--- src/rtl/env_intc.sv ---
// Vectored (IM2-style) interrupt controller for the tv80 test environment.
// Define ENV_INTC_LEVEL_EN to add the per-source LEVEL register at BASE_ADDR+5.
module env_intc #(
    parameter int unsigned NSRC      = 4,
    parameter logic [7:0]  BASE_ADDR = 8'hB0,
    parameter logic [7:0]  VEC_RESET = 8'hE0
) (
    input  logic            clk,
    input  logic            reset_n,
    input  logic            iorq_n,
    input  logic            m1_n,
    input  logic            rd_n,
    input  logic            wr_n,
    input  logic [7:0]      addr,
    input  logic [7:0]      d_out,
    input  logic [NSRC-1:0] irq_src,
    output logic            int_n,
    output logic [7:0]      di_out,
    output logic            di_oe
);

    typedef enum logic [1:0] {S_IDLE, S_REQ, S_ACK, S_DONE} state_e;

    localparam logic [7:0] OFF_MASK  = 8'd0;
    localparam logic [7:0] OFF_PEND  = 8'd1;
    localparam logic [7:0] OFF_ISR   = 8'd2;
    localparam logic [7:0] OFF_EOI   = 8'd3;
    localparam logic [7:0] OFF_VBASE = 8'd4;
`ifdef ENV_INTC_LEVEL_EN
    localparam logic [7:0] OFF_LEVEL = 8'd5;
    localparam logic [7:0] LAST_OFF  = 8'd5;
`else
    localparam logic [7:0] LAST_OFF  = 8'd4;
`endif

    state_e            state_q, state_d;
    logic [NSRC-1:0]   mask_q, mask_d;
    logic [NSRC-1:0]   pend_q, pend_d;
    logic [NSRC-1:0]   isr_q, isr_d;
    logic [NSRC-1:0]   src_q, src_d;
    logic [7:0]        vbase_q, vbase_d;
    logic [2:0]        ack_id_q, ack_id_d;
    logic              last_wr_q, last_wr_d;
    logic              int_n_q, int_n_d;
    logic [NSRC-1:0]   level;
`ifdef ENV_INTC_LEVEL_EN
    logic [NSRC-1:0]   level_q, level_d;
    assign level = level_q;
`else
    assign level = '0;
`endif

    logic [7:0]      offset;
    logic            reg_hit, wr_stb, wr_commit, cpu_ack, rd_hit, ack_drive;
    logic [NSRC-1:0] rise, eligible;
    logic            win_found, win_blocked, has_winner, eoi_found;
    logic [2:0]      win_id;
    logic [7:0]      rd_data, vector;

    // Offset arithmetic wraps mod 256, so one compare covers the whole window.
    assign offset    = addr - BASE_ADDR;
    assign reg_hit   = (offset <= LAST_OFF);
    assign wr_stb    = !iorq_n && !wr_n;
    // NOTE: a CPU write strobe spans several clocks; only its first edge commits.
    assign wr_commit = wr_stb && !last_wr_q;
    assign cpu_ack   = !m1_n && !iorq_n;
    assign rd_hit    = !iorq_n && !rd_n && m1_n && reg_hit;
    assign ack_drive = (state_q == S_ACK) && cpu_ack;
    assign rise      = irq_src & ~src_q;

    // Lowest-index eligible source wins unless an equal or higher priority is in service.
    always_comb begin
        eligible    = pend_q & mask_q;
        win_found   = 1'b0;
        win_id      = '0;
        win_blocked = 1'b0;
        for (int i = 0; i < NSRC; i++) begin
            if (!win_found && eligible[i]) begin
                win_found = 1'b1;
                win_id    = 3'(i);
            end
        end
        for (int i = 0; i < NSRC; i++) begin
            if (isr_q[i] && (3'(i) <= win_id)) win_blocked = 1'b1;
        end
        has_winner = win_found && !win_blocked;
    end

    always_comb begin
        rd_data = '0;
        case (offset)
            OFF_MASK:  rd_data[NSRC-1:0] = mask_q;
            OFF_PEND:  rd_data[NSRC-1:0] = pend_q;
            OFF_ISR:   rd_data[NSRC-1:0] = isr_q;
            OFF_VBASE: rd_data           = vbase_q;
`ifdef ENV_INTC_LEVEL_EN
            OFF_LEVEL: rd_data[NSRC-1:0] = level_q;
`endif
            default:   rd_data = '0;
        endcase
        vector = vbase_q + {4'b0000, ack_id_q, 1'b0};
        di_oe  = rd_hit || ack_drive;
        di_out = ack_drive ? vector : (rd_hit ? rd_data : 8'h00);
    end

    always_comb begin
        mask_d    = mask_q;
        pend_d    = pend_q;
        isr_d     = isr_q;
        vbase_d   = vbase_q;
        src_d     = irq_src;
        last_wr_d = wr_stb;
        eoi_found = 1'b0;
`ifdef ENV_INTC_LEVEL_EN
        level_d   = level_q;
`endif
        if (wr_commit) begin
            case (offset)
                OFF_MASK:  mask_d  = d_out[NSRC-1:0];
                OFF_PEND:  pend_d  = pend_q & ~d_out[NSRC-1:0];
                OFF_VBASE: vbase_d = d_out;
`ifdef ENV_INTC_LEVEL_EN
                OFF_LEVEL: level_d = d_out[NSRC-1:0];
`endif
                OFF_EOI: begin
                    for (int i = 0; i < NSRC; i++) begin
                        if (!eoi_found && isr_q[i]) begin
                            isr_d[i]  = 1'b0;
                            eoi_found = 1'b1;
                        end
                    end
                end
                default: ;
            endcase
        end
        // EOI above saw the pre-DONE ISR; the DONE set lands on top of it.
        if (state_q == S_DONE) begin
            for (int i = 0; i < NSRC; i++) begin
                if (ack_id_q == 3'(i)) begin
                    isr_d[i] = 1'b1;
                    if (!level[i]) pend_d[i] = 1'b0;
                end
            end
        end
        pend_d = pend_d | rise;
        pend_d = (pend_d & ~level) | (irq_src & level);
    end

    always_comb begin
        state_d  = state_q;
        ack_id_d = ack_id_q;
        case (state_q)
            S_IDLE: if (has_winner) state_d = S_REQ;
            S_REQ: begin
                if (!has_winner) begin
                    state_d = S_IDLE;
                end else if (cpu_ack) begin
                    state_d  = S_ACK;
                    ack_id_d = win_id;
                end
            end
            S_ACK:   if (!cpu_ack) state_d = S_DONE;
            S_DONE:  state_d = S_IDLE;
            default: state_d = S_IDLE;
        endcase
        // NOTE: int_n is decoded from the next state so the flop tracks the state register exactly.
        int_n_d = (state_d != S_REQ);
    end

    always_ff @(posedge clk) begin
        if (!reset_n) begin
            state_q   <= S_IDLE;
            mask_q    <= '0;
            pend_q    <= '0;
            isr_q     <= '0;
            src_q     <= '0;
            vbase_q   <= VEC_RESET;
            ack_id_q  <= '0;
            last_wr_q <= 1'b0;
            int_n_q   <= 1'b1;
`ifdef ENV_INTC_LEVEL_EN
            level_q   <= '0;
`endif
        end else begin
            state_q   <= state_d;
            mask_q    <= mask_d;
            pend_q    <= pend_d;
            isr_q     <= isr_d;
            src_q     <= src_d;
            vbase_q   <= vbase_d;
            ack_id_q  <= ack_id_d;
            last_wr_q <= last_wr_d;
            int_n_q   <= int_n_d;
`ifdef ENV_INTC_LEVEL_EN
            level_q   <= level_d;
`endif
        end
    end

    assign int_n = int_n_q;

endmodule

--- config.mk ---
export PLATFORM = sky130hd
export DESIGN_NAME = env_intc
export DESIGN_NICKNAME = d
export VERILOG_FILES = /design/src/rtl/env_intc.sv
export SDC_FILE = /design/constraint.sdc
export NUM_CORES = 1
export LEC_CHECK = 0
export ABC_CLOCK_PERIOD_IN_PS = 2600
export CAP_MARGIN = 15
export CORE_ASPECT_RATIO = 0.9
export CORE_UTILIZATION = 50
export CTS_CLUSTER_DIAMETER = 150
export DETAILED_ROUTE_END_ITERATION = 8
export HOLD_SLACK_MARGIN = 0.12
export PLACE_DENSITY = 0.9
export SYNTH_ARGS = -nofsm -noshare
export SYNTH_HDL_FRONTEND = slang
export SYNTH_SLANG_ARGS = --single-unit
--- constraint.sdc ---
create_clock -name clk -period 2.6 [get_ports clk]
set_input_delay 0.52 -clock clk [delete_from_list [all_inputs] [get_ports clk]]
set_output_delay 0.52 -clock clk [all_outputs]
set_load 0.01 [all_outputs]
### Yosys cells after proc, flatten, opt, wreduce, memory -nomap -nowiden

Index checks and enable logic that the tools add are counted.

* reduce and logical (&&, ||, !) cells: 37
* equality and inequality tests: 11
* mux-type cells: 46
* magnitude comparators: 5
* $add $sub $neg: 2
* bitwise gates (word level): 6

Operator list (count)
* $mux W1: 29
* $mux W4: 7
* $logic_and A1 B1 Y1: 18
* $eq A8 B2 Y1 const B: 2
* $mux W8: 2
* $pmux W4 S4: 1
* $and A4 B4 Y4: 3
* $logic_not A1 Y1: 12
* $mux W2: 6
* $add A8 B4 Y8: 1
* $eq A8 B1 Y1 const B: 1
* $eq A8 B3 Y1 const B: 1
* $le A8 B3 Y1 const B: 1
* $logic_not A8 Y1: 1
* $not A4 Y4: 2
* $pmux W2 S4: 1
* $sub A8 B8 Y8 const B: 1
* $eq A3 B2 Y1 const B: 2
* $le A1 B3 Y1 const A: 2
* $le A2 B3 Y1 const A: 2
* $eq A2 B2 Y1 const B: 2
* $or A4 B4 Y4: 1
* $reduce_and A2 Y1: 2
* $eq A3 B1 Y1 const B: 1
* 6 further kinds: 6

* word-level logic and storage cells: 116
* input bits: 26
* bits in registers: 31
* output and inout bits: 10

### Depth between registers and ports, before layout

* depth after elaboration: 22
* depth in mapped cells: 7
* mapped depth without buffers: 7

### Least setup slack after synthesis

OpenSTA, ideal clock, no wires.

* kind: input-to-output
* start point: input iorq_n
* end point: output di_out[0]
* buffers on the path: 0
* data arrival time: 1.915 ns
* cell stages on the path: 3
* path slack: 0.165 ns
* data required time: 2.080 ns
* path through: or3b_2 > or4_1 > o31ai_1

* cells in the longest elaborated chain, start to end: 6
* elaborated cells on any way between the ends: 8
* classes of those cells: mux: 2; reduce/logical: 6

RTL lines
* start: declaration: line 10 `input logic iorq_n,`
* $logic_not A1 Y1 (*): line 66, 67
* $logic_and A1 B1 Y1 (3 in series): line 67 `assign rd_hit = !iorq_n && !rd_n && m1_n && reg_hit;`
* $mux W8: line 103 `di_out = ack_drive ? vector : (rd_hit ? rd_data : 8'h00);`
* $mux W8 (*): line 103
* end: declaration: line 18 `output logic [7:0] di_out,`

Every way passes the cells marked *; elsewhere a longest branch is shown, timed or not.

### Worst setup path in the final report

* start point: input addr[0]
* end point: output di_out[3]

* cells in the longest elaborated chain, start to end: 5
* elaborated cells on any way between the ends: 10
* classes of those cells: add/sub: 1; order compare: 1; eq/ne: 3; mux: 3; reduce/logical: 2

RTL lines
* start: declaration: line 14 `input logic [7:0] addr,`
* $sub A8 B8 Y8 (*): line 61 `assign offset = addr - BASE_ADDR;`
* $le A8 B3 Y1, or another cell as far along: line 62 `assign reg_hit = (offset <= LAST_OFF);`
* $logic_and A1 B1 Y1 or $pmux W4 S4 (tied branches): line 67, 91
* $mux W8 (*) (2 in series): line 103

Marks and branches as above.

==> impl_metrics.csv <==
group,metric,value,unit
job,cap_violations,0,
power,pwr_density_cell,413,mW/mm²
critical_path,crit_family,"simple AND/OR/NAND/NOR gates",
yosys,synth.cell_area,0.00169,mm²
placed_design,io_buffer_count,35,
grt,initial_antenna_violation_count,0,
critical_path,worstReg2RegStart,"last_wr_q",
sta,relSlewSlack,0.689,
cells_and_area,n_antenna_cell,0,
drt,drt_drc_violations_left,0,
clocking,cts_htree_levels,2,
yosys,synth_seq_area_share,0.355,
clocking,cts_made_buffers,5,
drt,final_antenna_net_count,0,
clocking,root_buffer,"clkbuf_8",
sta,period_minus_ws_final,2.58,ns
cells_and_area,synthToLayoutAreaGrowth,38.4,%
placed_design,hpwl,3440,µm
yosys,post_synth_inst_count,194,
min_path,holdCritPathClass,"reg2reg",
clocking,cts_sinks,30,
critical_path,worst_setup_path_startpoint,"addr[0]",
grt,overflow,0,
sta,fin_worst_skew,0.00407,ns
placed_design,placed_cell_area,0.00224,mm²
drt,viasPerCell,5.85,
clocking,clk_pin_slew_worst_paths,0.06,ns
placed_design,dp_cells,286,
yosys,postSynthRegisterBits,30,
yosys,count_of_flip_flops_with_a_built_in_enable_after_synthesis,0,
cells_and_area,final_core_util,0.747,
power,ir_drop,0.398,mV
yosys,synth_area_per_cell,8.73,µm²
floorplan,floorplan.initialDensity,0.539,
yosys,synth-warning-count,0,
floorplan,die_width,63.3,µm
critical_path,worst-path-max-fanout,4,
critical_path,critPathBufInv,2,
sta,final_min_period_over_clock_period,0.991,
drt,vias,1733,
critical_path,cp.arrival,2.06,ns
critical_path,critical_path.slowest_cell,"or4_4",
min_path,min_from,"src_q[1]",
yosys,syn_nets,223,
clocking,cts-hold-fix-buffers,0,
critical_path,path_class,"in2out",
yosys,ys.flop_type,"dfxtp_1",
power,leakage_power,0.938,nW
cells_and_area,final_net_count,282,
sta,finalHoldViolations,0,
status,outcome,"finished clean",
floorplan,io_pins,36,
placed_design,place.gp.congestion,0.876,
drt,drt_wl_total,4660,µm
floorplan,die-height,57.2,µm
floorplan,placement_rows,19,
floorplan,fp.dieArea,0.00362,mm²
drt,drt-wirelength-per-cell,15.7,µm
sta,grt_setup_unrepaired,"true",
sta,maxSlewViolCount,0,
drt,detailedRoute.firstPassIterationCount,4,
critical_path,path_cells,"dlygate4sd2_1 > maj3_2 > or4_4 > nor3_2 > a221o_1 > buf_2",
critical_path,cpPeakStageDelay,0.53,ns
grt,first_global_vias,1692,
clocking,ctsLongestPathBuffers,2,
sta,fmax,388,MHz
cells_and_area,final_layout_size_suffix_gt1_frac,0.256,
grt,maximum_number_of_pins_on_one_net_before_global_route_repair,30,
sta,worst_hold_slack,0.417,ns
cells_and_area,layout.cells.non_filler,296,
clocking,clock_latency,0.28,ns
critical_path,startpoint_type,"input pin",
cells_and_area,filler_cell_count,232,
drt,first_iter_violations,82,
grt,grt_first_pass_wirelength,7720,µm
grt,globalRouteTotalUtil,0.277,
critical_path,worst-endpoint-required,2.08,ns
critical_path,critPathCaptureType,"primary output",
floorplan,core_region_area,0.00314,mm²
cells_and_area,area_of_the_multi_input_gates,0.00106,mm²
cells_and_area,seq_area,603,µm²
cells_and_area,summed_area_of_non_filler_cells_in_the_final_layout,0.00234,mm²
clocking,tritoncts,"built",
sta,final-setup-viol-count,0,
yosys,ys_async_sr_fraction,0,
yosys,synth_cell_types,51,
sta,worst-slew-pin-transition,0.464,ns
## through the flow
step                power [mW]  setup WS, ns  TNS [ns]
floorplan                0.526         0.165         0
finish                   0.967        0.0226         0
detailed placement       0.595        -0.836     -6.49
global route              1.00       -0.0359   -0.0412
CTS                      0.971       -0.0554   -0.0554
global placement         0.592        -0.808     -5.99
## worst paths after layout
path                                   to  slack [ns]  cells after the start
worst max register to register  pend_q[2]        0.73                      4
worst max-delay path            di_out[3]        0.02                      6
worst min-delay path            pend_q[1]        0.42                      1
worst min register to register  pend_q[1]        0.42                      1
## routing by layer
layer / GRT usage / share of wire / vias to the layer above
met5: 0 / 0 / -
met4: 0.110 / 0.014 / 0
met3: 0.0620 / 0.074 / 10
met2: 0.454 / 0.49 / 74
met1: 0.354 / 0.42 / 825
li1: - / - / 824
## final cells by class
cell class / count / area share
multi-input cells: 145 / 0.453
flip-flops and latches: 30 / 0.257
repair buffers: 60 / 0.209
clock buffers: 7 / 0.0368
well taps: 42 / 0.0224
inverters: 11 / 0.0187
clock inverters: 1 / 0.00214
## flip-flops by register name, indices dropped and copies added, names as in the netlist
name / flops
state_q: 2
int_n: 1
vbase_q: 8
last_wr_q: 1
ack_id_q: 2
src_q: 4
mask_q: 4
isr_q: 4
pend_q: 4
## cell usage in the layout (no fill, tap or decap), drive strengths merged, types with 5 or more instances in the layout
cell type,n
nor3b,6
nor2b,12
o22ai,5
o21ai,13
nand3,8
clkbuf,11
clkdlybuf4s50,18
nand2,21
mux2i,16
buf,32
dfxtp,30
inv,11
## power by group
part	total, mW	switching (mW)	internal [mW]	leakage [nW]
logic	0.108	0.0469	0.0611	0.645
clock network	0.379	0.166	0.213	0.0482
registers	0.480	0.00969	0.470	0.245
## what timing repair did
action	4_1_cts	5_1_grt
endpoints found under the setup margin	9	7
resized for setup	49	20
pin swaps	5	5
setup buffers	1	1
## synth_stat cells, types with 3 or more instances
cell type  count  area (µm²)
dfxtp_1       30         601
or3_1          4        25.0
nor3b_1        6        45.0
mux2i_1       16         160
a21oi_1        4        20.0
nor2b_1       12        75.1
nand3_1        8        40.0
o21ai_0       12        60.1
nand3b_1       3        22.5
nor2_1         4        15.0
nand2_1       21        78.8
clkbuf_1       7        26.3
o22ai_1        5        31.3
inv_1         11        41.3
nand4_1        4        25.0
## logic make-up after synthesis
group / count (synthesis) / synth area share
DFF: 30 / 0.355
adders and majority gates: 4 / 0.0325
AOI/OAI and AO/OA: 40 / 0.157
and+or+nand+nor: 80 / 0.290
buffers and inverters: 19 / 0.0421
muxes: 18 / 0.108
xor gates and xnor gates: 3 / 0.0155
(Power assumes the default switching activity.)
==> variant, RTL diff (config.mk and constraints unchanged) <==
Add a define of `ENV_INTC_LEVEL_EN`.
--- a/src/rtl/env_intc.sv
+++ b/src/rtl/env_intc.sv
@@ -2,2 +2,4 @@
 // Define ENV_INTC_LEVEL_EN to add the per-source LEVEL register at BASE_ADDR+5.
+`define ENV_INTC_LEVEL_EN
+
 module env_intc #(
Behaviour: not the same (a bounded check fails within 4 cycles, from zero or initial values and one cycle with reset_n low).
==> variant against the unedited design <==
  * The flow now finishes with violations (negative setup slack)
  * Via count rose by 34%
  * Design area rose by 18%
  * Power rose by 13%
  * Cell count rose by 23%
  * Sequential cell count rose by 4
  * Non-clock buffer count rose by 18
  * Combinational power rose by 28%
  * Routed wire length rose by 42%
  * Synthesized area rose by 16%
  * Worst setup slack got worse by 0.066 ns
  * Synthesized cell count rose by 26%
  * Utilization fell by 0.37 points
==> variant: results (changes against the unedited design) <==
Layout cell share with drive strength beyond 1 -> 0.2382 (-0.01766)
Number of global-route vias before repair -> 2,211 (+31%)
Critical path origin -> rd_n
First-pass GRT wire length -> 9991 microns (+29%)
Drt via density -> 6.345 (+8.4%)
Failing checks -> negative setup slack
Crit-path slowest cell -> clkdlybuf4s50_1
Critical Path AT -> 2.12 ns (+0.06 ns)
Post-synth cell types -> 38 (-25%)
Fillers -> 271 (+17%)
Final Net Count -> 347 (+23%)
Total placed instance area -> 2584 sq um (+15%)
Leading post-synthesis cells by cell area -> dfxtp_1, mux2i_1, nand2_1
Slew headroom -> 0.6548 (-0.03381)
LEAKAGE -> 1.161 nW (+24%)
Critical path's largest stage delay -> 0.49 ns (-0.04 ns)
Total track usage -> 0.3285 (+0.05169)
Met2 Use GR -> 0.5476 (+0.09321)
Hold path start -> src_q[3]
Initial drt markers -> 264 (+220%)
Outcome -> finished, violations left
Register area share after synthesis -> 0.3480 (-0.006719)
Pin count of the biggest net entering global routing -> 16 (-47%)
Met1 usage -> 0.3700 (+0.01636)
Setup WS post-layout -> -0.04350 ns (-0.06606 ns)
Post-synth EDFFs -> 0 (unchanged)
Final GP Congestion -> 0.9090 (+3.8%)
Syn Nets -> 274 (+23%)
Peak VDD IR -> 0.4141 mV (+4.2%)
Setup WS pre-CTS -> -0.5662 ns (+0.2699 ns)
Final setup fails -> 2 (+2)
variant: cell count changes after synthesis, moves of 7 or more:
cell / delta
nor2b_1: -12
a21oi_1: +9
nand3_1: +8
nor2_1: +7
nand2_1: +11
nand3b_1: +7
nand4_1: +7
variant: path summary, 6_finish.rpt:
check | cells after the start | to | slack [ns]
max | 7 | di_oe | -0.04
min | 3 | pend_q[3] | 0.48
max reg2reg | 5 | isr_q[2] | 0.72
min reg2reg | 3 | pend_q[3] | 0.48
variant: power by group:
part	switching (mW)	total, mW	leakage (nW)	internal [mW]
registers	0.0118	0.542	0.278	0.530
logic	0.0640	0.138	0.836	0.0739
clock network	0.201	0.414	0.0472	0.213
total	0.277	1.09	1.16	0.816
variant: routing by layer:
layer,vias up,share of wire
li1,1048,-
met5,-,0
met2,156,0.48
met1,1068,0.38
met4,0,0.049
met3,44,0.093
variant: critical path, delay by kind of cell:
kind | cells | cell delay (ns)
buffers and inverters | 3 | 0.94
AND/OR/NAND/NOR | 4 | 0.65
variant: logic make-up after synthesis:
group                      share of synthesized area
and+or+nand+nor                               0.3506
AOI/OAI and AO/OA                             0.1446
DFF                                           0.3480
buffers and inverters                        0.04735
muxes                                        0.08189
adders and majority gates                    0.02303
xor gates and xnor gates                    0.004479
variant: area by class of cell:
cell class              count  area share
multi-input cells         187      0.4445
flip-flops and latches     34      0.2473
repair buffers             78      0.2369
clock buffers               6     0.02978
well taps                  46     0.02076
inverters                  12     0.01625
clock inverters             2    0.004513
variant: through the flow:
stage	power, mW	util	hold WS, ns	cells
3_5_place_dp	0.6769	0.6925	0.4705	348
6_report	1.094	0.7431	0.4789	365
5_1_grt	1.123	0.7431	0.5090	365
4_1_cts	1.085	0.7341	0.4848	363
3_3_place_gp	0.6728	0.6925	0.4543	348
2_1_floorplan	0.5951	-	0.4439	245
variant: repair_timing:
action                                  4_1_cts  5_1_grt
pin swaps                                     4        3
resized for setup                            42       15
cloned                                        0        0
endpoints found under the setup margin        9        9
setup buffers                                 7        2
